[src/rtl/uart_tx_scheduler.sv]
// uart_tx_scheduler: round-robin arbiter sharing one UART transmitter among NUM_REQ byte producers
module uart_tx_scheduler #(
    parameter int NUM_REQ     = 4,
    parameter int ACK_TIMEOUT = 4096,
    parameter int GAP_CYCLES  = 16
) (
    input  logic                       clock,
    input  logic                       reset_n,
    input  logic [NUM_REQ-1:0]         req_valid,
    input  logic [8*NUM_REQ-1:0]       req_data,
    output logic [NUM_REQ-1:0]         req_ready,
    input  logic                       cfg_wr,
    input  logic [1:0]                 cfg_parity_type,
    input  logic [1:0]                 cfg_baud_rate,
    output logic                       tx_send,
    output logic [7:0]                 tx_data,
    output logic [1:0]                 tx_parity_type,
    output logic [1:0]                 tx_baud_rate,
    input  logic                       tx_active,
    input  logic                       tx_done,
    output logic [$clog2(NUM_REQ)-1:0] grant_id,
    output logic                       busy,
    output logic                       timeout_err
);
    localparam int IW   = $clog2(NUM_REQ);
    localparam int CMAX = ACK_TIMEOUT > GAP_CYCLES ? ACK_TIMEOUT : GAP_CYCLES;
    localparam int CW   = $clog2(CMAX + 1);

    typedef enum logic [1:0] {IDLE, START, WAIT_DONE, GAP} state_t;

    state_t        state, state_n;
    logic [CW-1:0] cnt;
    logic [IW-1:0] rr, win;
    logic          any, accept, ack_expired, gap_last, pend;
    logic [1:0]    pend_par, pend_baud;
    logic [7:0]    bytes [NUM_REQ];

    for (genvar g = 0; g < NUM_REQ; g++) begin : g_bytes
        assign bytes[g] = req_data[8*g +: 8];
    end

    // first valid requester at or after the round-robin pointer; the descending scan leaves the nearest one
    always_comb begin
        win = rr;
        any = 1'b0;
        for (int k = NUM_REQ - 1; k >= 0; k--) begin
            if (req_valid[IW'((int'(rr) + k) % NUM_REQ)]) begin
                win = IW'((int'(rr) + k) % NUM_REQ);
                any = 1'b1;
            end
        end
    end

    // a config update in IDLE takes the cycle, so a grant waits one cycle behind it
    assign accept      = state == IDLE && !(cfg_wr || pend) && any;
    assign req_ready   = (accept && reset_n) ? NUM_REQ'(1) << win : '0;
    assign tx_send     = state == START;
    assign busy        = state != IDLE;
    assign ack_expired = cnt == CW'(ACK_TIMEOUT - 1);
    assign gap_last    = GAP_CYCLES <= 1 || cnt == CW'(GAP_CYCLES - 1);

    // state register
    always_ff @(posedge clock or negedge reset_n) begin
        if (!reset_n) state <= IDLE;
        else          state <= state_n;
    end

    // next-state: grant, wait for acknowledge, wait for frame end, then the idle gap
    always_comb begin
        state_n = state;
        case (state)
            IDLE:      state_n = accept ? START : IDLE;
            START:     state_n = tx_active ? WAIT_DONE : ack_expired ? GAP : START;
            WAIT_DONE: state_n = (!tx_active && tx_done) ? GAP : WAIT_DONE;
            GAP:       state_n = gap_last ? IDLE : GAP;
            default:   state_n = IDLE;
        endcase
    end

    // phase counter, captured byte, pointer and config; config reaches the transmitter only in IDLE
    always_ff @(posedge clock or negedge reset_n) begin
        if (!reset_n) begin
            cnt            <= '0;
            timeout_err    <= 1'b0;
            tx_data        <= '0;
            grant_id       <= '0;
            rr             <= '0;
            tx_parity_type <= '0;
            tx_baud_rate   <= '0;
            pend           <= 1'b0;
            pend_par       <= '0;
            pend_baud      <= '0;
        end else begin
            cnt         <= state_n != state ? '0 : cnt + 1'b1;
            timeout_err <= state == START && !tx_active && ack_expired;
            if (accept) begin
                tx_data  <= bytes[win];
                grant_id <= win;
                rr       <= win == IW'(NUM_REQ - 1) ? '0 : win + 1'b1;
            end
            if (state == IDLE && cfg_wr) begin
                tx_parity_type <= cfg_parity_type;
                tx_baud_rate   <= cfg_baud_rate;
                pend           <= 1'b0;
            end else if (state == IDLE && pend) begin
                tx_parity_type <= pend_par;
                tx_baud_rate   <= pend_baud;
                pend           <= 1'b0;
            end else if (cfg_wr) begin
                pend      <= 1'b1;
                pend_par  <= cfg_parity_type;
                pend_baud <= cfg_baud_rate;
            end
        end
    end
endmodule

[config.mk]
export PLATFORM = sky130hd
export DESIGN_NAME = uart_tx_scheduler
export DESIGN_NICKNAME = d
export VERILOG_FILES = /design/src/rtl/uart_tx_scheduler.sv
export SDC_FILE = /design/constraint.sdc
export NUM_CORES = 1
export LEC_CHECK = 0
export BUFFER_PORTS_ARGS = -buffer_cell sky130_fd_sc_hd__buf_4
export CAP_MARGIN = 25
export CORE_MARGIN = 2
export CORE_UTILIZATION = 39
export CTS_CLUSTER_SIZE = 30
export DETAILED_ROUTE_END_ITERATION = 10
export PLACE_DENSITY = 0.64
export REMOVE_ABC_BUFFERS = 1
export SLEW_MARGIN = 5
export SYNTH_ARGS = -nofsm -noshare
export SYNTH_HDL_FRONTEND = slang
export SYNTH_SLANG_ARGS = --single-unit
[constraint.sdc]
create_clock -name clock -period 4.7 [get_ports clock]
set_clock_uncertainty 0.2 [all_clocks]
set_input_delay 0.235 -clock clock [delete_from_list [all_inputs] [get_ports clock]]
set_output_delay 0.235 -clock clock [all_outputs]
set_load 0.05 [all_outputs]
-- Word-level counts from Yosys, hierarchy flattened
Cells that the tools add are included.
- add/sub/neg operators: 5
- magnitude comparators: 5
- equality and inequality tests: 7
- shift operators: 1
- mux-type cells: 39
- bitwise gates (word level): 3
- reduce and logical (&&, ||, !) cells: 16
- operator list (cell ; count):
    $mux W2 ; 12
    $mux W1 ; 17
    $bmux W8 S2 ; 1
    $lt A2 B4 Y1 const B ; 4
    $mux W8 ; 2
    $add A13 B1 Y13 const B ; 1
    $eq A13 B12 Y1 const B ; 1
    $eq A13 B4 Y1 const B ; 1
    $mux W13 ; 1
    $bmux W1 S2 ; 4
    $logic_and A1 B1 Y1 ; 8
    $pmux W2 S4 ; 1
    $eq A2 B2 Y1 const B ; 3
    $add A2 B1 Y2 const B ; 2
    $add A2 B2 Y2 const B ; 2
    $mux W4 ; 1
    $reduce_bool A2 Y1 ; 2
    $shl A1 B2 Y4 const A ; 1
    $ge A3 B3 Y1 const B ; 1
    $not A2 Y3 ; 1
    $reduce_and A3 Y1 ; 1
    $reduce_bool A3 Y1 ; 1
    $eq A2 B1 Y1 const B ; 1
    $logic_not A1 Y1 ; 2
    4 further kinds ; 5
- register bits: 37
- input bits: 45
- output and inout bits: 21
- word-level logic and storage cells: 87

-- Longest topological paths before layout
Gate-level depths: netlist of run 1.
- word-level depth: 13
- gate-level depth with buffers: 11
- mapped depth without buffers: 7

-- Worst setup path before layout of run 1
Ideal clock, no wire load.
- kind: reg-to-output
- start point: register rr[1]
- end point: output req_ready[0]
- arrival time: 2128 ps
- data required time: 4265 ps
- slack: 2137 ps
- cell stages (with the launch flop): 10
- buffers on the path: 4
- path through: dfrtp_1 -> clkbuf_1 -> or3b_2 -> buf_2 -> inv_1 -> a211o_1 -> buf_4 -> buf_4 -> ha_1 -> and3_1
- word-level cells in the longest chain between the ends: 11
- elaborated cells between the ends (all ways): 27
- classes of those cells: add/sub: 3; shift: 1; mux: 21; reduce/logical: 2
- ends and longest elaborated chain (item ; RTL line ; source):
    start: declaration ; 33 ; logic [IW-1:0] rr, win;
    start signal: assignment ; 99 ; rr <= win == IW'(NUM_REQ - 1) ? '0 : win + 1'b1;
    $add A2 B2 Y2 ; 47, 48 ;
    $bmux W1 S2 ; 47 ; if (req_valid[IW'((int'(rr) + k) % NUM_REQ)]) begin
    $mux W1 (not written as such) (2 in a row) ; 47 ;
    $mux W1 (4 in a row) ; 47 ;
    $logic_and A1 B1 Y1 ; 55 ; assign accept = state == IDLE && !(cfg_wr || pend) && any;
    $logic_and A1 B1 Y1 ; 56 ; assign req_ready = (accept && reset_n) ? NUM_REQ'(1) << win : '0;
    $mux W4 (*) ; 56 ;
    end: declaration ; 11 ; output logic [NUM_REQ-1:0] req_ready,
Mark *: on every way between the ends. The rest lies on a longest branch, timed or not. The select of a mux whose other input is x is not followed.

-- Worst setup path in the final report of run 1
- start point: register rr[0]
- end point: output req_ready[3]
- elaborated cells between the ends (all ways): 27
- classes of those cells: add/sub: 3; shift: 1; mux: 21; reduce/logical: 2
- RTL lines (item ; RTL line):
    $add A2 B2 Y2 ; 47, 48
    $bmux W1 S2 ; 47
    $mux W1 (not written as such) (2 in a row) ; 47
    $mux W2 (3 in a row) ; 47
    $mux W2 (*) ; 47
    named net win[0] ; 33
    $shl A1 B2 Y4 (*) ; 56
    $mux W4 (*) ; 56
Mark *: on every way through the listed nets, which the timed path passes. The rest lies on a longest branch. The select of a mux whose other input is x is not followed.

==> results of run 1 <==
==> per-layer routing <==
layer,vias to the layer above,part of all wire [%],track usage [%]
li1,932,-,-
met1,857,48,23.8
met2,66,44,26.5
met3,6,6.8,5.41
met4,0,0.99,4.29
met5,-,0,0
==> cell usage in the layout, fill, tap and decap left out, types with 6 or more instances in the layout <==
master,netlist,layout
dlygate4sd3_1,0,6
xor2_1,6,6
a31oi_1,6,6
nor2_1,26,26
dfrtp_1,37,37
mux2i_1,8,8
clkbuf_8,0,6
nand2_1,17,17
and3_1,8,8
inv_1,8,8
a211oi_1,16,16
buf_4,2,67
nor2b_1,7,7
a2111oi_0,8,8
o21ai_0,8,8
==> cell families (layout without fill, tap and decap cells) <==
group / after synthesis / count (layout) / share of synthesized area [%]
AOI/OAI and AO/OA: 50 / 50 / 17.0
xor gates and xnor gates: 11 / 11 / 4.60
adders and majority gates: 5 / 5 / 2.99
buffers and inverters: 20 / 89 / 4.36
DFF: 37 / 37 / 44.2
muxes: 13 / 13 / 6.69
and+or+nand+nor: 82 / 82 / 20.1
==> per-stage QoR <==
| step | total power, mW | util (%) | cell area [µm²] |
|---|---|---|---|
| global route | 1.08 | 53.9 | 2770 |
| global placement | 0.786 | 51.1 | 2630 |
| CTS | 1.03 | 53.9 | 2770 |
| floorplan | 0.660 | - | 2040 |
| finish | 1.01 | 53.9 | 2770 |
| detailed placement | 0.791 | 51.1 | 2630 |
==> critical path: stages, from the launching register on <==
cell     delay, ps
dfrtp_1        410
nor3b_1        150
o22ai_1        520
a211o_1        720
inv_1          210
ha_1           240
and3_1         160
buf_4          180
==> report_power, final <==
group          total (mW)  switching, mW  leakage (nW)  internal, mW
logic               0.372          0.222         0.809         0.150
clock network       0.220          0.104        0.0443         0.116
registers           0.419         0.0478         0.461         0.371
==> path summary, 6_finish.rpt <==
path | start | end | slack (ps) | cells after the start
min in group asynchronous | reset_n | tx_data[4] | 260 | 2
max | rr[0] | req_ready[3] | 1380 | 7
max in group asynchronous | reset_n | cnt[12] | 3700 | 2
min reg2reg | pend_par[1] | pend_par[1] | 310 | 1
max reg2reg | rr[0] | rr[1] | 1940 | 7
min | tx_active | state[1] | 20 | 3
==> state kept, by name (all words and copies together), names as in the netlist, 2 cells and up <==
| signal | flops |
|---|---|
| tx_parity_type | 2 |
| cnt | 13 |
| grant_id | 2 |
| pend_baud | 2 |
| rr | 2 |
| tx_baud_rate | 2 |
| state | 2 |
| tx_data | 8 |
| pend_par | 2 |
==> timing repair <==
action | 4_1_cts | 5_1_grt
setup buffers | 0 | 0
hold endpoints to repair | 44 | 0
hold buffers | 6 | 0
==> layout make-up <==
cell class | count | area, µm²
fillers | 510 | 2370
multi-input cells | 161 | 1080
flip-flops and latches | 37 | 926
repair buffers | 73 | 563
well taps | 70 | 87.6
clock buffers | 7 | 86.3
inverters | 9 | 33.8
==> out/metrics.cfg, run 1 <==
[global_routing]
track_usage_pct = 17.3
grt-ovfl-total = 0
grt_pass1_wl_um = 8380
grt_max_degree = 42
grt_pass1_vias = 1744
antenna_found_initial = 0

[timing]
worstMarginPinSlew_ps = 751
fin_setup_tns_ps = 0
holdWs_ps = 18.5
clock.fmax_ghz = 0.301
layout_setup_ws_ps = 1380
setup_viol = 0
report.final.slew_viol_count = 0
fin_crit_ps = 3320
post-route-period-util_pct = 70.6
hold_viol = 0
relSlewSlack_pct = 49.9
rsz0062_at_grt = false

[drt]
dr.pass1.iters = 4
routedWlPerCell_um = 13.8
drt_wl_total_um = 4940
post_drt_via_cell_ratio = 5.21
drc = 0
ant_nets = 0
first_iter_violations = 84
vias = 1861

[cts]
tritoncts = built
clock-root-buffer = clkbuf_8
cts_resized = 0
cts_sinks = 37
clockBufferDepth = 2
path_clk_slew_ps = 70
htreeDepth = 2
cts-buffers-inserted = 5
clk_latency_ps = 280

[power_and_ir_drop]
power.density_nw_per_um2 = 365
leakage_nw = 1.31
irDropWorstVdd_mv = 0.157

[floorplanning]
start_util_pct = 40.7
std_cell_rows = 26
core_area_um2 = 5140
io_pins = 66
die_w_um = 77.3
die_y_um = 77.3
die-area_um2 = 5970

[synth]
synthCells = 218
synth_most_common_cell = dfrtp_1
synth_area_leaders = dfrtp_1, a211oi_1, nor2_1, mux2i_1, a2111oi_0
syn_area_um2 = 2090
synthFlopType = dfrtp_1
synth_edf_count = 0
ys_seq_elements = 37
synth_top_area_cell = dfrtp_1
synth.top_cell.area_share_pct = 44.2
synth_area_per_cell_um2 = 9.60
yosys_warnings = 0
synth_common_cells = dfrtp_1, nor2_1, nand2_1
yosysSeqAreaShare_pct = 44.2
synth_cell_types = 42
ys_async_sr_fraction_pct = 100

[worst_setup_path]
cp_data_arrival_time_ps = 2880
worst_setup_path_end_kind = output port
cp.required_ps = 4260
crit_path_max_fanout = 20
start_kind = flip-flop
worstSetupPathType = reg2out

[finish]
drive_above_1_share_pct = 28.2
area_delta_synth_final_pct = 32.5
layout.nets = 337
antenna_cells = 0
finalNonFillerCells = 357

[place]
gp_congestion = 0.767
hpwl_um = 3610
pre_cts_slack_ps = 1720
io_buffers = 65
placed_cells = 344

[min_path]
hold_class = in2reg

[outcome]
status = complete, no violations

[job]
drv_cap = 0

Note: power is estimated with default switching activity, not from simulation.
==> inputs of run 2 (changes only) <==
- ABC_AREA: default -> 1
- PLACE_DENSITY: 0.64 -> 0.65
- clock period: 4.7 -> 2.84 ns (I/O delays scaled with it)
==> out/metrics.cfg, run 2 <==
[synth]
synth_top_family_by_area = simple AND/OR/NAND/NOR gates
synth_area_per_cell_um2 = 8.14
synthAdderAreaFrac_pct = 2.63
synth_xor_area_share_pct = 2.95
ys_seq_elements = 37
syn_area_um2 = 2380
yosysSeqAreaShare_pct = 38.9
synthCells = 292
synth_most_common_cell = nand2_1
yosys.area_share.simple_pct = 41.2
synth_cell_types = 30
synth_area_leaders = dfrtp_1, nand2_1, nand3_1, nand3_2, nand2_2
synth_top_area_cell = dfrtp_1
ys_async_sr_fraction_pct = 100
synthFlopType = dfrtp_1
synth_common_cells = nand2_1, nand3_1, dfrtp_1
muxShareOfSynthArea_pct = 1.89
synth.top_cell.area_share_pct = 38.9
yosys_warnings = 0
synth_compound_area_share_pct = 4.00
synth_edf_count = 0

[worst_setup_path]
r2r_end = tx_data[3]
rrSetupSlack_ps = 180
cp.required_ps = 2870
crit_path_max_fanout = 18
path_common_cell = nand2_1
rr_startpoint = rr[0]
slowest_delay_ps = 550
critPathBufInv = 4
crit_family = simple AND/OR/NAND/NOR gates
worstSetupPathType = reg2reg
cp_data_arrival_time_ps = 2690
start_kind = flip-flop
cpMaxStageDelayCell = dlygate4sd3_1
cp_cell_sequence = buf_12, inv_8, nand2_1, nand3_2, nand2_1, inv_2, nand2_1, nand2_2, nand3_4, nand2_4, nand2_1, nand3_1, nand3_2, dlygate4sd3_1, nand2_1
rr_worst_depth = 15
worst_setup_path_end_kind = flip-flop

[timing]
fin_crit_ps = 2660
setup_viol = 0
post-route-period-util_pct = 93.6
holdWs_ps = 32.5
clock.fmax_ghz = 0.376
worstMarginPinSlew_ps = 474
report.final.slew_viol_count = 0
hold_viol = 0
relSlewSlack_pct = 68.4

[floorplanning]
die_w_um = 82.1
std_cell_rows = 28
core_area_um2 = 5920
die_y_um = 82.1
io_pins = 66
start_util_pct = 40.2
die-area_um2 = 6740

[outcome]
status = complete, no violations

[global_routing]
use_met1_pct = 22.2
grt_pass1_wl_um = 9440
grt_max_degree = 39
use_met3_pct = 3.41
grtUsageMet2_pct = 31.6
grt_busiest_layer = met2
track_usage_pct = 18.1
grt_pass1_vias = 2187
grt-ovfl-total = 0
antenna_found_initial = 0

[cts]
clockBufferDepth = 2
tritoncts = built
htreeDepth = 2
path_clk_slew_ps = 80
clock-root-buffer = clkbuf_8
cts-buffers-inserted = 5
clk_latency_ps = 290
cts_sinks = 37

[drt]
drt_wl_total_um = 5710
post_drt_via_cell_ratio = 4.82
drc = 0
ant_nets = 0
first_iter_violations = 88
dr.pass1.iters = 4
routedWlPerCell_um = 12.3
vias = 2240

[finish]
regMostFlops = cnt
drive_above_1_share_pct = 37.7
multi_input_area_um2 = 1270
antenna_cells = 0
area_delta_synth_final_pct = 40.5
fill_cells = 541
top_regs = cnt x13, tx_data x8
layout.nets = 439
mostFrequentLayoutCells = buf_4, nand2_1, nand3_1, dfrtp_1, inv_1
layout_commonest_cell = buf_4
largest_register_ffs = 13
seq_area_um2 = 928

[power_and_ir_drop]
leakage_nw = 1.60
irDropWorstVdd_mv = 0.593
power_mw = 1.88
power.density_nw_per_um2 = 562

[min_path]
min_path_cells = 5
min_from = tx_done
hold_path_end = state[0]
hold_class = in2reg

[place]
gp_congestion = 0.782
hpwl_um = 4120
io_buffers = 65

[job]
drv_cap = 0

## run 2: cell count changes after synthesis, moves of 15 or more
cell      delta
nand2_2     +18
nand2_1     +46
a211oi_1    -16
inv_1       +15
nand3_1     +34
nand3_2     +17
## run 2: how the worst max path moves through the flow
stage	start	endpoint	slack [ps]	cells past startpoint
finish	rr[0]	tx_data[3]	180	15
global route	rr[0]	req_ready[2]	-10	15
CTS	rr[0]	req_ready[0]	90	15
detailed placement	rr[0]	req_ready[0]	300	14
global placement	rr[0]	req_ready[2]	380	14
floorplan	rr[0]	req_ready[0]	40	10
## run 2: cell families (layout without fill, tap and decap cells)
family | after synthesis | after routing
AO/OA/AOI/OAI | 17 | 17
XOR/XNOR | 8 | 8
adder cells (fa/ha/maj) | 5 | 5
buffers and inverters | 37 | 134
flip-flops | 37 | 37
multiplexers | 4 | 4
AND/OR/NAND/NOR | 184 | 185
## run 2: routing by layer
metal	up-vias	part of all wire (%)
met5	-	0
met4	0	1.4
met3	6	4.5
met2	63	49
met1	1029	45
li1	1142	-
## run 2: final cells by class
type,count,share of cell area (%)
well taps,75,2.81
clock buffers,6,2.47
clock inverters,2,1.12
inverters,29,3.56
repair buffers,97,24.1
multi-input cells,219,38.1
flip-flops and latches,37,27.8
## run 2: report_power, final
| group | switching, mW | internal (mW) | leakage (nW) |
|---|---|---|---|
| clock | 0.193 | 0.286 | 0.0574 |
| sequential | 0.0522 | 0.609 | 0.475 |
| combinational | 0.478 | 0.259 | 1.07 |
| total | 0.723 | 1.15 | 1.60 |
## run 2: worst register-to-register path, stage by stage, from the launching register on
cell and delay (ps):
dfrtp_2 440, buf_12 140, inv_8 70, nand2_1 80
nand3_2 70, nand2_1 90, inv_2 60, nand2_1 50
nand2_2 90, nand3_4 230, nand2_4 240, nand2_1 80
nand3_1 90, nand3_2 70, dlygate4sd3_1 550, nand2_1 50
## run 2: through the flow
step                      instances  TNS, ps  setup slack, ps  utilization (%)  instance area [µm²]
after floorplan                 284        0             44.8                -                 2300
after global placement          427        0              384             49.0                 2900
after detailed placement        427        0              300             49.0                 2900
after CTS                       457        0             93.3             54.8                 3240
after global routing            465    -28.8            -14.8             56.4                 3340
final                           465        0              182             56.4                 3340
## run 2: timing repair
item	4_1_cts	5_1_grt
hold endpoints to repair	56	0
resized for setup	1	4
pin swaps	0	2
hold buffers	22	0
cloned	0	1
setup endpoints to repair	2	7
buffers inserted	0	7
